### config.mk
export PLATFORM = sky130hd
export DESIGN_NAME = fu_rs
export DESIGN_NICKNAME = d
export VERILOG_FILES = /design/src/rtl/fu_rs.sv
export SDC_FILE = /design/constraint.sdc
export NUM_CORES = 1
export LEC_CHECK = 0
export ABC_AREA = 1
export CAP_MARGIN = 10
export CORE_ASPECT_RATIO = 1.2
export CORE_MARGIN = 3
export CORE_UTILIZATION = 60
export DETAILED_ROUTE_END_ITERATION = 16
export PLACE_DENSITY = 0.79
export SYNTH_ARGS = -nofsm -noshare
export SYNTH_HDL_FRONTEND = slang
export SYNTH_SLANG_ARGS = --single-unit
### constraint.sdc
create_clock -name clk -period 6.9 [get_ports clk]
set_clock_uncertainty 0.05 [all_clocks]
set_input_delay 1.38 -clock clk [delete_from_list [all_inputs] [get_ports clk]]
set_output_delay 1.38 -clock clk [all_outputs]
set_load 0.01 [all_outputs]
### src/rtl/fu_rs.sv
// fu_rs -- reservation station in front of a single functional unit.
//
// Holds up to DEPTH dispatched micro-ops in a collapsing queue (entry 0 is
// the oldest), snoops the CDB for operands still waiting on a producer, and
// hands the selected ready entry to the FU as a one-cycle issue pulse.
//
// Ports:
//   clk, rst (sync, active-low), flush (sync clear of all entries)
//   disp_*        : dispatch side (valid strobe, operand, per-operand
//                   ready/tag/value, writeback select, flags, ROB id)
//   rs_full       : no free entry (from registered count)
//   rs_count      : number of occupied entries
//   cdb_*         : common data bus broadcast (valid, ROB id, value)
//   fu_busy       : FU cannot accept an op this cycle
//   issue_*       : registered issue pulse plus the issued op's fields
module fu_rs #(
  parameter int DEPTH    = 4,
  parameter bit IN_ORDER = 1'b1
) (
  input  logic            clk,
  input  logic            rst,
  input  logic            flush,
  input  logic            disp_valid,
  input  logic [7:0]      disp_operand,
  input  logic [1:0]      disp_dep_ready,
  input  logic [1:0][3:0] disp_dep_tag,
  input  logic [1:0][7:0] disp_dep_val,
  input  logic [7:0]      disp_wbs,
  input  logic [7:0]      disp_flags,
  input  logic [3:0]      disp_robid,
  output logic            rs_full,
  output logic [3:0]      rs_count,
  input  logic            cdb_transmit,
  input  logic [3:0]      cdb_id,
  input  logic [7:0]      cdb_val,
  input  logic            fu_busy,
  output logic            issue_transmit,
  output logic [7:0]      issue_operand,
  output logic [1:0][7:0] issue_depvals,
  output logic [7:0]      issue_wbs,
  output logic [7:0]      issue_flags,
  output logic [3:0]      issue_robid
);

  localparam int         IW      = (DEPTH > 1) ? $clog2(DEPTH) : 1;
  localparam logic [3:0] DEPTH_C = 4'(DEPTH);

  typedef struct packed {
    logic [7:0]      operand;
    logic [1:0]      rdy;
    logic [1:0][3:0] tag;
    logic [1:0][7:0] val;
    logic [7:0]      wbs;
    logic [7:0]      flags;
    logic [3:0]      robid;
  } entry_t;

  // Capture a live CDB broadcast into any operand still waiting on that tag.
  function automatic entry_t cdb_capture(input entry_t e, input logic tx,
                                         input logic [3:0] id, input logic [7:0] v);
    entry_t r;
    r = e;
    for (int k = 0; k < 2; k++) begin
      if (tx && !e.rdy[k] && (e.tag[k] == id)) begin
        r.rdy[k] = 1'b1;
        r.val[k] = v;
      end else begin
        r.rdy[k] = e.rdy[k];
      end
    end
    return r;
  endfunction

  entry_t          ent_r     [DEPTH];
  entry_t          snp_s     [DEPTH];
  entry_t          ent_n_s   [DEPTH];
  entry_t          disp_raw_s;
  entry_t          disp_ent_s;
  logic [3:0]      count_r;
  logic [3:0]      count_n_s;
  logic [IW-1:0]   sel_s;
  logic            found_s;
  logic            do_issue_s;
  logic            do_disp_s;
  int              base_s;

  assign rs_count   = count_r;
  assign rs_full    = (count_r == DEPTH_C);
  // Full blocks dispatch even when an issue frees a slot the same cycle.
  assign do_disp_s  = disp_valid & ~rs_full & ~flush;
  // The issue_transmit term forbids back-to-back issue so the FU can raise busy.
  assign do_issue_s = found_s & ~fu_busy & ~flush & ~issue_transmit;

  // Candidate selection on ready bits as registered at the start of the cycle.
  always_comb begin
    found_s = 1'b0;
    sel_s   = '0;
    if (IN_ORDER) begin
      found_s = (count_r != 4'd0) && (ent_r[0].rdy == 2'b11);
    end else begin
      for (int i = 0; i < DEPTH; i++) begin
        sel_s   = (!found_s && (i < int'(count_r)) && (ent_r[i].rdy == 2'b11)) ? IW'(i) : sel_s;
        found_s = found_s | ((i < int'(count_r)) && (ent_r[i].rdy == 2'b11));
      end
    end
  end

  // Incoming op, with same-cycle CDB bypass on its waiting operands.
  always_comb begin
    disp_raw_s.operand = disp_operand;
    disp_raw_s.rdy     = disp_dep_ready;
    disp_raw_s.tag     = disp_dep_tag;
    disp_raw_s.val     = disp_dep_val;
    disp_raw_s.wbs     = disp_wbs;
    disp_raw_s.flags   = disp_flags;
    disp_raw_s.robid   = disp_robid;
    disp_ent_s         = cdb_capture(disp_raw_s, cdb_transmit, cdb_id, cdb_val);
  end

  // Next queue image: snoop every slot, collapse above the issued slot,
  // then append the dispatched op at the post-collapse tail.
  always_comb begin
    logic [IW-1:0] src;
    src    = '0;
    base_s = int'(count_r) - (do_issue_s ? 1 : 0);
    for (int i = 0; i < DEPTH; i++) begin
      snp_s[i] = cdb_capture(ent_r[i], cdb_transmit, cdb_id, cdb_val);
    end
    for (int i = 0; i < DEPTH; i++) begin
      src        = (do_issue_s && (i >= int'(sel_s)) && (i < DEPTH - 1)) ? IW'(i + 1) : IW'(i);
      ent_n_s[i] = (do_disp_s && (i == base_s)) ? disp_ent_s : snp_s[src];
    end
    count_n_s = 4'(base_s) + {3'd0, do_disp_s};
  end

  // Entry payload storage; slots at or above the count are don't-care.
  always_ff @(posedge clk) begin
    for (int i = 0; i < DEPTH; i++) begin
      ent_r[i] <= ent_n_s[i];
    end
  end

  // Occupancy and registered issue interface.
  always_ff @(posedge clk) begin
    if (!rst) begin
      count_r        <= 4'd0;
      issue_transmit <= 1'b0;
      issue_operand  <= 8'd0;
      issue_depvals  <= 16'd0;
      issue_wbs      <= 8'd0;
      issue_flags    <= 8'd0;
      issue_robid    <= 4'd0;
    end else if (flush) begin
      count_r        <= 4'd0;
      issue_transmit <= 1'b0;
    end else begin
      count_r        <= count_n_s;
      issue_transmit <= do_issue_s;
      if (do_issue_s) begin
        issue_operand <= ent_r[sel_s].operand;
        issue_depvals <= ent_r[sel_s].val;
        issue_wbs     <= ent_r[sel_s].wbs;
        issue_flags   <= ent_r[sel_s].flags;
        issue_robid   <= ent_r[sel_s].robid;
      end
    end
  end

endmodule

==> impl_metrics.json, run 1 <==
{
  "core_area_um2": 20500,
  "clockBufferDepth": 3,
  "slowest_delay_ns": 0.64,
  "power_frac_clock_pct": 36.8,
  "synthAdderAreaFrac_pct": 0.396,
  "ioPinCount": 122,
  "crit_family": "simple AND/OR/NAND/NOR gates",
  "p_sw_uw": 964,
  "area_delta_synth_final_pct": 15.3,
  "ant_nets": 0,
  "synth_area_um2": 12600,
  "tns_ns": 0,
  "seq_area_um2": 6750,
  "r2r-start": "ent_r[0][45]$_DFF_P_",
  "finalPower_uw": 3780,
  "avgSynthCellArea_um2": 8.48,
  "p_int_uw": 2810,
  "fill_cells": 1592,
  "clkTransAtPathRegs_ns": 0.06,
  "grt_overflow": 0,
  "fin_area_um2": 14500,
  "cts_tree": "done",
  "critPathKind": "input pin to register",
  "layout_common_cells": "nand2_1, nand3_1, edfxtp_1, dfxtp_1, clkdlybuf4s50_1",
  "place_area_um2": 13700,
  "grt_pass1_wl_um": 52100,
  "pwr-share-comb_pct": 13.8,
  "synth_cell_types": 34,
  "cts_resized": 0,
  "max_freq_mhz": 188,
  "drt_iter0_drc": 1213,
  "die_area_um2": 22800,
  "worst-path-buf-inv": 3,
  "rrSetupSlack_ns": 2.37,
  "relSlewSlack_pct": 25.6,
  "worstPathCellList": "clkdlybuf4s50_1, nor2_1, nand3_4, inv_6, ha_1, ha_1, xnor2_1, nand2_2, nor2_4, nand2_2, nand2_1, buf_4",
  "vias_per_cell": 5.90,
  "portBuffers": 121,
  "crit_start": "flush",
  "cts_setup_buffers": 0,
  "grt_max_degree": 114,
  "maxSlewViolCount": 0,
  "track_usage_pct": 27.7,
  "reg2reg_to": "ent_r[2][38]$_DFFE_PP_",
  "clock_latency_ns": 0.54,
  "start_kind": "input pin",
  "synth_xor_area_share_pct": 0.208,
  "final_common_cell": "nand2_1",
  "synthMuxAreaShare_pct": 0,
  "netlist_instances": 1488,
  "wl_per_cell_um": 17.8,
  "hold_path_class": "register to register",
  "ctsRootBufferMaster": "clkbuf_16",
  "endpoint": "ent_r[2][38]$_DFFE_PP_",
  "num_vias": 10900,
  "hold_viol": 0,
  "p_leak_uw": 0.00580,
  "critical_path_cell_count": 12,
  "die_h_um": 165,
  "rsz0062_at_grt": "false",
  "clkSinkCount": 265,
  "multi_input_area_um2": 4920,
  "cp-end-kind": "register",
  "drc": 0,
  "finalWeightedCongestion": 0.922,
  "maxCapViolCount": 0,
  "ys_ff_latch": 265,
  "yosys_warnings": 0,
  "h-tree-depth": 1,
  "grt_pass1_vias": 10100,
  "synth-simple-area-share_pct": 30.2,
  "drive_gt1_share_pct": 7.36,
  "die_w_um": 138,
  "cts_hold_buf": 0,
  "layout.nets": 1634,
  "routed_wl_um": 32800,
  "hpwl_um": 21400,
  "period_share_pct": 76.9,
  "final_util_pct": 71.1,
  "peakVddDrop_uv": 273,
  "worst_r2r_path_depth": 12,
  "cpMaxStageDelayCell": "inv_6",
  "antennaDiodeCount": 0,
  "num_rows": 57,
  "ys_seq_area_share_pct": 53.4,
  "setup_viol": 0,
  "required_ns": 7.02,
  "min_period_ns": 5.31,
  "powerDensity_nw_per_um2": 260,
  "p_seq_share_pct": 49.4,
  "status": "finished clean",
  "drt_pass1_iterations": 6,
  "cts-buffers-inserted": 26,
  "switching_share_pct": 25.5,
  "crit_arrival_ns": 5.43,
  "antenna_found_initial": 0,
  "synth_top_family_by_area": "simple AND/OR/NAND/NOR gates",
  "synth_fp_nets": 1564,
  "synth_compound_gate_area_share_pct": 8.12,
  "tightest_slew_ns": 1.12,
  "path_max_fanout": 95,
  "start_util_pct": 61.7
}
-- cell families (layout without fill, tap and decap cells) --
logic type                 after synthesis  after routing
AOI/OAI and AO/OA                      191            191
xor gates and xnor gates                 3              3
adders and majority gates                4              4
buffers and inverters                  193            282
DFF                                    265            265
and+or+nand+nor                        832            832
-- metrics by stage --
step | setup WS (ns) | hold slack, ns | cells
6_report | 1.59 | 0.407 | 1842
5_1_grt | 1.28 | 0.425 | 1842
4_1_cts | 1.68 | 0.410 | 1842
3_5_place_dp | 1.13 | 0.405 | 1795
3_3_place_gp | 1.23 | 0.400 | 1795
2_1_floorplan | 2.44 | 0.390 | 1488
-- tightest hold or removal path, cell delays in order (launching register included) --
cell,delay [ns]
dfxtp_1,0.31
nand2_1,0.06
a21oi_1,0.05
-- registers in the layout (all words and copies together), names as in the netlist --
signal / flops
issue_transmit: 1
issue_wbs: 8
issue_flags: 8
issue_depvals: 16
issue_robid: 4
issue_operand: 8
ent_r: 216
rs_count: 4
-- power by group through the flow --
stage / Combinational, µW / Clock, µW / Sequential, µW
after floorplan: 381 / 0 / 1880
after global placement: 492 / 0 / 1890
after global routing: 585 / 1470 / 1880
after CTS: 512 / 1410 / 1860
final: 522 / 1390 / 1870
after detailed placement: 509 / 0 / 1900
-- layer usage --
metal | wire, µm | track usage [%] | vias to the layer above
li1 | - | - | 5217
met1 | 13600 | 38.1 | 5042
met2 | 15700 | 46.7 | 550
met3 | 2820 | 3.85 | 59
met4 | 642 | 7.55 | 0
met5 | 0 | 0 | -
-- cells in the mapped netlist --
| cell | n | area [µm²] |
|---|---|---|
| a21oi_2 | 5 | 43.8 |
| buf_4 | 2 | 15.0 |
| o21ai_0 | 13 | 65.1 |
| nand2_2 | 8 | 50.1 |
| nor2_1 | 21 | 78.8 |
| nand3_1 | 300 | 1500 |
| edfxtp_1 | 144 | 4320 |
| buf_2 | 15 | 75.1 |
| dfxtp_1 | 121 | 2420 |
| nor2_2 | 14 | 87.6 |
| nor3_2 | 2 | 20.0 |
| clkbuf_1 | 30 | 113 |
| o21ai_1 | 114 | 571 |
| o22ai_1 | 1 | 6.26 |
| xor2_1 | 1 | 8.76 |
| nand3_2 | 1 | 10.0 |
| inv_2 | 11 | 41.3 |
| or2_1 | 1 | 6.26 |
| or2_2 | 1 | 6.26 |
| nor2_4 | 5 | 56.3 |
| nand2_1 | 428 | 1610 |
| o21ai_4 | 1 | 16.3 |
| xnor2_1 | 2 | 17.5 |
| nor3_1 | 2 | 10.0 |
| a21oi_1 | 47 | 235 |
| nand3_4 | 5 | 87.6 |
| ha_1 | 4 | 50.1 |
| nand2_4 | 2 | 22.5 |
| nand4_1 | 41 | 257 |
| inv_1 | 92 | 345 |
| o21ai_2 | 10 | 87.6 |
| buf_1 | 14 | 52.6 |
| buf_6 | 29 | 327 |
| nand3b_1 | 1 | 7.51 |
-- final cells by class --
cell class                      instances  area share [%]
Clock inverter                          6           0.344
Tap cell                              265            2.28
Clock buffer                           41            5.51
Multi-Input combinational cell       1030            33.8
Inverter                              103            2.69
Timing Repair Buffer                  132            8.98
Sequential cell                       265            46.4
-- how the worst min path moves through the flow --
stage,from,end,slack [ns],depth (start not counted)
2_1_floorplan,ent_r[0][30]$_DFF_P_,issue_depvals[10]$_SDFFE_PN0P_,0.39,2
3_5_place_dp,issue_depvals[3]$_SDFFE_PN0P_,issue_depvals[3]$_SDFFE_PN0P_,0.40,2
5_1_grt,ent_r[0][33]$_DFF_P_,issue_depvals[13]$_SDFFE_PN0P_,0.42,2
3_3_place_gp,ent_r[0][25]$_DFF_P_,issue_depvals[5]$_SDFFE_PN0P_,0.40,2
6_report,ent_r[0][33]$_DFF_P_,issue_depvals[13]$_SDFFE_PN0P_,0.41,2
4_1_cts,ent_r[0][33]$_DFF_P_,issue_depvals[13]$_SDFFE_PN0P_,0.41,2
Power figures use the tool's default switching activity.
==> run 2: changes to the inputs <==
--- a/config.mk
+++ b/config.mk
@@ -9,9 +9,9 @@
 export CAP_MARGIN = 10
 export CORE_ASPECT_RATIO = 1.2
 export CORE_MARGIN = 3
-export CORE_UTILIZATION = 60
+export CORE_UTILIZATION = 58
 export DETAILED_ROUTE_END_ITERATION = 16
-export PLACE_DENSITY = 0.79
+export PLACE_DENSITY = 0.77
 export SYNTH_ARGS = -nofsm -noshare
 export SYNTH_HDL_FRONTEND = slang
 export SYNTH_SLANG_ARGS = --single-unit
==> constraint.sdc (replaced) <==
create_clock -name clk -period 5.1 [get_ports clk]
set_clock_uncertainty 0.05 [all_clocks]
set_input_delay 1.02 -clock clk [delete_from_list [all_inputs] [get_ports clk]]
set_output_delay 1.02 -clock clk [all_outputs]
set_load 0.01 [all_outputs]
==> impl_metrics.json, run 2 (same netlist as run 1, synthesis figures left out) <==
{
  "num_rows": 58,
  "h-tree-depth": 1,
  "hpwl_um": 20800,
  "cp-end-kind": "register",
  "relSlewSlack_pct": 26.0,
  "whs_path_depth": 2,
  "cts_hold_buf": 0,
  "required_ns": 5.49,
  "tns_ns": 0,
  "drt_pass1_iterations": 8,
  "grt_pass1_wl_um": 51800,
  "final_util_pct": 68.9,
  "start_kind": "input pin",
  "die_h_um": 168,
  "maxSlewViolCount": 0,
  "reg.largest.list": "ent_r: 216 flops, issue_depvals: 16 flops",
  "start_util_pct": 59.6,
  "worstHoldStart": "issue_wbs[2]$_SDFFE_PN0P_",
  "layout_common_cells": "nand2_1, nand3_1, edfxtp_1, dfxtp_1, clkdlybuf4s50_1",
  "grt_pass1_vias": 10000,
  "wl_per_cell_um": 17.6,
  "hold_viol": 0,
  "die_w_um": 141,
  "hold_path_class": "register to register",
  "track_usage_pct": 26.9,
  "met3_length_um": 2600,
  "setup_viol": 0,
  "clkTransAtPathRegs_ns": 0.06,
  "area_delta_synth_final_pct": 15.7,
  "cts-buffers-inserted": 27,
  "powerDensity_nw_per_um2": 353,
  "rsz0062_at_grt": "false",
  "regMostFlops": "ent_r",
  "ioPinCount": 122,
  "clockBufferDepth": 3,
  "antenna_found_initial": 0,
  "vias_per_cell": 5.84,
  "highest_layer": "met4",
  "rrSetupSlack_ns": 1.62,
  "drive_gt1_share_pct": 7.15,
  "finalPower_uw": 5160,
  "core_area_um2": 21200,
  "critPathKind": "input pin to register",
  "path_max_fanout": 93,
  "die_area_um2": 23600,
  "reg2reg_to": "ent_r[1][32]$_DFF_P_",
  "finalWeightedCongestion": 0.872,
  "tightest_slew_ns": 1.11,
  "cts_resized": 0,
  "largest_register_ffs": 216,
  "p_leak_uw": 0.00582,
  "met2_length_um": 15400,
  "antennaDiodeCount": 0,
  "peakVddDrop_uv": 268,
  "clock_latency_ns": 0.55,
  "clkSinkCount": 265,
  "ctsRootBufferMaster": "clkbuf_16",
  "crit_arrival_ns": 4.27,
  "cpMaxStageDelayCell": "buf_4",
  "worstPathCellList": "clkdlybuf4s50_1, nor2_1, nand3_4, inv_6, ha_1, ha_1, inv_1, or2_1, o21ai_0, nor2_1, nand2_2, buf_4, inv_2, nand2_1, nand2_1",
  "ant_nets": 0,
  "grt_max_degree": 113,
  "drt_iter0_drc": 1125,
  "portBuffers": 121,
  "worst_r2r_path_depth": 15,
  "status": "finished clean",
  "met1Wirelength_um": 13400,
  "final_common_cell": "nand2_1",
  "r2r-start": "ent_r[0][44]$_DFF_P_",
  "min_period_ns": 3.88,
  "slowest_delay_ns": 0.74,
  "maxCapViolCount": 0,
  "min_to": "issue_wbs[2]$_SDFFE_PN0P_",
  "num_vias": 10800,
  "max_freq_mhz": 258,
  "period_share_pct": 76.1,
  "cts_setup_buffers": 0,
  "routed_wl_um": 32500,
  "grt_overflow": 0,
  "layout.nets": 1636,
  "cts_tree": "done",
  "drc": 0
}
[run 2: cell count changes in the layout (fill, tap and decap cells not counted), moves of 2 or more]
cell,before,now
clkinv_8,2,0
buf_12,1,4
clkbuf_8,5,3
clkbuf_1,6,11
buf_4,10,8
clkbuf_2,2,0
[run 2: per-layer routing]
| layer | track usage (%) | up-vias |
|---|---|---|
| met1 | 37.8 | 4993 |
| met2 | 43.3 | 496 |
| met5 | 0 | - |
| met4 | 9.48 | 0 |
| li1 | - | 5222 |
| met3 | 3.31 | 89 |
[run 2: worst max-delay path: cells and delay by family]
kind            cells  cell delay, ns
fa+ha+maj           2            0.39
simple gates        7            0.96
buf+inv             5            1.61
compound gates      1            0.21
[run 2: area by class of cell]
type,count,area [µm²]
clock inverters,7,75.1
fillers,1734,6580
well taps,270,338
flip-flops and latches,265,6750
clock buffers,42,783
inverters,103,392
multi-input cells,1030,4920
repair buffers,133,1350
[run 2: worst max path at each step]
stage / start / slack [ns] / depth (start not counted) / to
global route: flush / 0.96 / 15 / ent_r[1][30]$_DFF_P_
floorplan: fu_busy / 1.00 / 14 / ent_r[2][0]$_DFFE_PP_
detailed placement: flush / 0.79 / 15 / ent_r[1][27]$_DFF_P_
CTS: flush / 1.30 / 15 / ent_r[1][32]$_DFF_P_
finish: flush / 1.22 / 15 / ent_r[1][32]$_DFF_P_
global placement: flush / 0.88 / 9 / ent_r[0][29]$_DFF_P_
[run 2: power by group]
group	switching [µW]	leakage (µW)	internal [µW]	total [µW]
sequential	73.0	0.00235	2460	2530
combinational	430	0.00305	267	697
clock	826	0.000417	1110	1940
total	1330	0.00582	3830	5160
[run 2: metrics by stage]
stage	setup WS [ns]	instance area, µm²	instances	hold slack (ns)
global placement	0.884	13700	1801	0.401
finish	1.22	14600	1850	0.412
floorplan	1.00	12600	1488	0.390
global route	0.963	14600	1850	0.431
CTS	1.30	14600	1850	0.416
detailed placement	0.789	13700	1801	0.406
